<file path="src/rtl/fb_scanout_pkg.sv">
// Shared framebuffer geometry and scanout FSM encoding.
// The GPU clear/draw logic imports the same defaults so both agree on the region.
package fb_scanout_pkg;

   localparam int FB_OFFSET_DEF = 'h100;
   localparam int FB_WIDTH_DEF  = 64;
   localparam int FB_HEIGHT_DEF = 32;
   localparam int ADDR_W        = 12;

   typedef enum logic [1:0] {
      ST_IDLE,
      ST_WAIT_GPU,
      ST_FETCH,
      ST_EMIT
   } state_t;

   function automatic int fb_bytes(input int width, input int height);
      return (width * height) / 8;
   endfunction

endpackage

</file>
<file path="src/rtl/fb_scanout_pixel_shifter.sv">
// Byte-to-pixel serializer: MSB first, valid/ready output stage, and a strobe
// when the last bit of the loaded byte is taken by the sink.
module fb_scanout_pixel_shifter (
   input  logic       clk,
   input  logic       rst_n,
   input  logic       load,
   input  logic [7:0] load_data,
   input  logic       pix_ready,
   output logic       pix_valid,
   output logic       pix_data,
   output logic [2:0] bit_idx,
   output logic       last_accept
);

   logic [7:0] shift_reg;

   always_ff @(posedge clk or negedge rst_n) begin
      if (!rst_n) begin
         shift_reg <= '0;
         bit_idx   <= '0;
         pix_valid <= 1'b0;
      end else if (load) begin
         shift_reg <= load_data;
         bit_idx   <= '0;
         pix_valid <= 1'b1;
      end else if (pix_valid && pix_ready) begin
         if (bit_idx == 3'd7) begin
            pix_valid <= 1'b0;
         end else begin
            shift_reg <= {shift_reg[6:0], 1'b0};
            bit_idx   <= bit_idx + 3'd1;
         end
      end
   end

   assign pix_data    = shift_reg[7];
   assign last_accept = pix_valid && pix_ready && (bit_idx == 3'd7);

endmodule

</file>
<file path="src/rtl/fb_scanout.sv">
// Framebuffer scanout: per frame tick, fetches every framebuffer byte in order
// and streams its pixels with x/y coordinates and line/frame markers.
module fb_scanout
   import fb_scanout_pkg::*;
#(
   parameter int FB_OFFSET = FB_OFFSET_DEF,
   parameter int FB_WIDTH  = FB_WIDTH_DEF,
   parameter int FB_HEIGHT = FB_HEIGHT_DEF
) (
   input  logic        clk,
   input  logic        rst_n,
   input  logic        frame_tick,
   input  logic        gpu_ready,
   output logic        mem_read,
   output logic [11:0] mem_read_addr,
   input  logic [7:0]  mem_read_data,
   input  logic        mem_read_ack,
   output logic        pix_valid,
   input  logic        pix_ready,
   output logic        pix_data,
   output logic [5:0]  pix_x,
   output logic [4:0]  pix_y,
   output logic        pix_line_end,
   output logic        pix_frame_end,
   output logic        busy,
   output logic        overrun
);

   localparam int FB_BYTES = fb_bytes(FB_WIDTH, FB_HEIGHT);
   localparam int BPR      = FB_WIDTH / 8;
   localparam int BIDX_W   = $clog2(FB_BYTES);
   localparam logic [BIDX_W-1:0] LAST_BYTE = BIDX_W'(FB_BYTES - 1);
   localparam logic [11:0]       BASE_ADDR = 12'(FB_OFFSET);

   state_t              state_reg;
   logic [BIDX_W-1:0]   byte_idx_reg;
   logic                pending_reg;
   logic                overrun_reg;
   logic                start;
   logic                load;
   logic                last_accept;
   logic [2:0]          bit_idx;
   logic [BIDX_W-1:0]   col_byte;
   logic [BIDX_W-1:0]   row_idx;

   assign start = frame_tick || pending_reg;
   assign load  = (state_reg == ST_FETCH) && mem_read_ack;

   always_ff @(posedge clk or negedge rst_n) begin
      if (!rst_n) begin
         state_reg     <= ST_IDLE;
         byte_idx_reg  <= '0;
         pending_reg   <= 1'b0;
         overrun_reg   <= 1'b0;
         mem_read      <= 1'b0;
         mem_read_addr <= BASE_ADDR;
      end else begin
         // Only one tick is remembered; a second one while busy is dropped and flagged.
         if ((state_reg != ST_IDLE) && frame_tick) begin
            if (pending_reg)
               overrun_reg <= 1'b1;
            else
               pending_reg <= 1'b1;
         end

         case (state_reg)
            ST_IDLE: begin
               if (start) begin
                  pending_reg <= 1'b0;
                  if (gpu_ready) begin
                     mem_read      <= 1'b1;
                     mem_read_addr <= BASE_ADDR;
                     byte_idx_reg  <= '0;
                     state_reg     <= ST_FETCH;
                  end else begin
                     state_reg <= ST_WAIT_GPU;
                  end
               end
            end
            ST_WAIT_GPU: begin
               if (gpu_ready) begin
                  mem_read      <= 1'b1;
                  mem_read_addr <= BASE_ADDR;
                  byte_idx_reg  <= '0;
                  state_reg     <= ST_FETCH;
               end
            end
            ST_FETCH: begin
               if (mem_read_ack) begin
                  mem_read  <= 1'b0;
                  state_reg <= ST_EMIT;
               end
            end
            ST_EMIT: begin
               if (last_accept) begin
                  if (byte_idx_reg == LAST_BYTE) begin
                     state_reg <= ST_IDLE;
                  end else begin
                     byte_idx_reg  <= byte_idx_reg + 1'b1;
                     mem_read      <= 1'b1;
                     mem_read_addr <= mem_read_addr + 12'd1;
                     state_reg     <= ST_FETCH;
                  end
               end
            end
            default: state_reg <= ST_IDLE;
         endcase
      end
   end

   fb_scanout_pixel_shifter u_shifter (
      .clk         (clk),
      .rst_n       (rst_n),
      .load        (load),
      .load_data   (mem_read_data),
      .pix_ready   (pix_ready),
      .pix_valid   (pix_valid),
      .pix_data    (pix_data),
      .bit_idx     (bit_idx),
      .last_accept (last_accept)
   );

   assign col_byte      = byte_idx_reg % BIDX_W'(BPR);
   assign row_idx       = byte_idx_reg / BIDX_W'(BPR);
   assign pix_x         = 6'({col_byte, bit_idx});
   assign pix_y         = 5'(row_idx);
   assign pix_line_end  = pix_valid && (pix_x == 6'(FB_WIDTH - 1));
   assign pix_frame_end = pix_line_end && (pix_y == 5'(FB_HEIGHT - 1));
   assign busy          = (state_reg != ST_IDLE);
   assign overrun       = overrun_reg;

endmodule

</file>
<file path="config.mk">
export PLATFORM = sky130hd
export DESIGN_NAME = fb_scanout
export DESIGN_NICKNAME = d
export VERILOG_FILES = /design/src/rtl/fb_scanout_pkg.sv /design/src/rtl/fb_scanout_pixel_shifter.sv /design/src/rtl/fb_scanout.sv
export SDC_FILE = /design/constraint.sdc
export NUM_CORES = 1
export LEC_CHECK = 0
export CORE_UTILIZATION = 45
export CTS_CLUSTER_DIAMETER = 120
export DETAILED_ROUTE_END_ITERATION = 10
export PLACE_DENSITY = 0.76
export SLEW_MARGIN = 20
export SYNTH_ARGS = -nofsm -noshare
export SYNTH_HDL_FRONTEND = slang
export SYNTH_SLANG_ARGS = --single-unit
</file>
<file path="constraint.sdc">
create_clock -name clk -period 1.65 [get_ports clk]
set_input_delay 0.495 -clock clk [delete_from_list [all_inputs] [get_ports clk]]
set_output_delay 0.495 -clock clk [all_outputs]
set_load 0.01 [all_outputs]
</file>
==> run metrics <==
remaining antenna violation count after routing=0; Post-synth EDFFs=0; htree depth=2; Async SR Flop Fraction=between 90% and 100%; Clk pwr share=around 18%; leading post-synthesis cells by cell area=dfrtp_1 (47%), mux2i_1 (4.7%), nand2_1 (4.5%); status=finished with violations; met3 wire len=approximately 220 microns; CTS buffer count=5; Hold Path Class=input pin to asynchronous set/reset pin; CTS tree=built; Core Util, Final=between 80 and 90%; R2R setup slack=-0.22 ns; Final nets=between 300 and 400; largest net degree at the start of global routing=18; max-cap violations=0; PD cells=approximately 1200 mW/mm^2; actual slew at the worst max-slew pin=between 0.4 and 0.5 ns; count leader, synth=dfrtp_1; Syn Nets=approximately 210; average size of a mapped cell=between 9 and 10 sq um; drt first pass iters=4; Seq cells post-synth=37; Final min period=a little under 2 ns; setup_tns=-4.24 ns; Max VDD drop=about 800 uV; Clock Sinks=37; Syn Inst Count=190; GR Util All Layers=approximately 29%; leak pwr=between 1.5 and 2 nW; I/O Buffers=43; IO Pins=44; internal power=between 2 and 2.5 mW; reg2reg start=byte_idx_reg[1]$_DFFE_PN0P_; Reg-to-Reg End=mem_read_addr[5]$_DFFE_PN0P_; max-slew violation count=0; synth warn=0; detailed-route wire length per cell=~18 microns; share of the synthesized area in the top cell type=between 40% and 50%; root buf cell=clkbuf_8; CP Max Fanout=2; Clock Path Buffers=2; WL met1=2.48 mm; Vias/cell=approximately 5.7; first-pass GRT wire length=roughly 9.3 mm; Fmax=slightly above 0.5 GHz; clk_lat worst skew=around 0.29 ns; Area Growth Syn to Fin=69.9%; Congestion Overflow GR=0; Critical Path End Type=primary output; dominant cell type by area after synthesis=dfrtp_1; clock skew=between 0.004 and 0.005 ns; switching power=about 1.3 mW; sequential-to-total area share from yosys stat=between 40% and 50%; sequential power share=between 30% and 40%; final WL=~6.3 mm; final hold vios=0; antenna violations before repair=0; Post-synth top cells=dfrtp_1 (36), nand2_1 (23), o21ai_0 (14); Starting Density=between 40% and 50%; Initial DRC Count=approximately 120; crit path kind=flip-flop to primary output; core area=roughly 0.004 sq mm; clk slew on worst S/H paths=~0.07 ns; ys flop type=dfrtp_1; Largest register FFs=12; share of layout cells above drive strength 1=between 40% and 50%; Die W=about 67 microns; Antenna Cells=0; R2R depth=7; Synth Cell Area=about 0.0019 sq mm; Setup crit start kind=flip-flop; slew margin rel.=between 70% and 80%; Post-route DRC=0; post-route setup slack=-0.309 ns; Die Y=about 67 microns; DIE AREA=around 0.0045 sq mm; sw frac=35.1%; Tcrit/Tclk final=119%; CP Data Arrival Time=around 1.5 ns; DP HPWL=3.43 mm; via count of the routed design=approximately 2k; Synth cell types=44; combinational power share=a little under half; row count=23; RSZ-0062 raised after global routing=yes; Top Layer Used=met4; final setup fails=32; RePlAce Congestion=~0.79; metal2 WL=between 3 and 4 mm; CP required=1.15 ns; failing checks=setup timing; vias in the first global route=1926
routing by layer:
layer | vias to the layer above | GRT usage, %
met1 | 978 | 35.2
met5 | - | 0
li1 | 931 | -
met3 | 19 | 6.85
met4 | 0 | 14.6
met2 | 65 | 46.3
cells by family (layout without fill, tap and decap cells):
| logic type | Yosys count | after routing | synth area share, % |
|---|---|---|---|
| flip-flops | 37 | 37 | 48.8 |
| buffers and inverters | 10 | 120 | 3.16 |
| multiplexers | 9 | 9 | 4.75 |
| adder cells (fa/ha/maj) | 4 | 4 | 2.64 |
| AND/OR/NAND/NOR | 78 | 79 | 21.9 |
| AO/OA/AOI/OAI | 51 | 51 | 18.3 |
| XOR/XNOR | 1 | 1 | 0.462 |
critical path, cell delays in order, from the launching register on:
cell and delay [ns]:
dfrtp_1 0.43, nand3_2 0.12, or3_4 0.37, nor3_4 0.11
buf_2 0.14
worst max-delay path by stage:
stage	start	endpoint	slack, ns
3_5_place_dp	frame_tick	mem_read_addr[11]$_DFFE_PN0P_	-0.56
5_1_grt	byte_idx_reg[1]$_DFFE_PN0P_	pix_frame_end	-0.34
2_1_floorplan	u_shifter.bit_idx[0]$_DFFE_PN0P_	byte_idx_reg[4]$_DFFE_PN0P_	-0.06
4_1_cts	byte_idx_reg[5]$_DFFE_PN0P_	pix_frame_end	-0.22
6_report	byte_idx_reg[1]$_DFFE_PN0P_	pix_frame_end	-0.31
3_3_place_gp	frame_tick	mem_read_addr[11]$_DFFE_PN0P_	-0.51
placed cells by master, fill, tap and decap left out, types with 3 or more instances in the layout:
cell             count
nand3_1              5
or3_1                3
nand2_1             19
a21oi_2              6
a211o_1              5
clkbuf_8             6
buf_2                4
nor3_2               3
nor2_1               3
o21ai_0              3
and3_4               6
dlygate4sd2_1       22
clkbuf_2             4
clkdlybuf4s50_1     10
and3_1               4
o21ai_2              3
dfrtp_1             31
buf_6               13
mux2i_1              9
buf_4               53
nand2_2              4
nand3_2              6
dfrtp_2              5
ha_4                 3
a21oi_1              4
nor3_1               5
or2_4                3
o21a_1               4
o21ai_1              8
area by class of cell:
class,instances,area [sq um]
sequential,37,933
fill,245,803
clock buffer,8,90.1
timing repair buffer,110,937
tap,50,62.6
inverter,2,7.51
multi-input combinational,144,1190
repair_timing:
action	4_1_cts	5_1_grt
gates resized for setup	93	31
hold buffers	0	0
endpoints found under the setup margin	61	39
cloned	0	1
pin swaps	25	11
buffers inserted	19	8
power by group through the flow:
stage	clock network [mW]	logic, mW	registers (mW)
3_5_place_dp	0	1.41	1.34
5_1_grt	0.713	1.94	1.35
2_1_floorplan	0	0.541	1.40
6_report	0.661	1.77	1.32
4_1_cts	0.675	1.62	1.30
3_3_place_gp	0	1.38	1.34
per-stage QoR:
step	setup WS [ns]	cells	hold WS, ns	total power [mW]	cell area, sq um
after detailed placement	-0.558	317	0.446	2.75	2750
after floorplan	-0.0641	190	0.199	1.94	1970
after global placement	-0.505	317	0.438	2.71	2750
final	-0.309	351	0.120	3.76	3230
after global routing	-0.340	351	0.131	4.00	3230
after CTS	-0.225	343	0.128	3.59	3090
No activity file was read; power rests on OpenSTA's default activity.
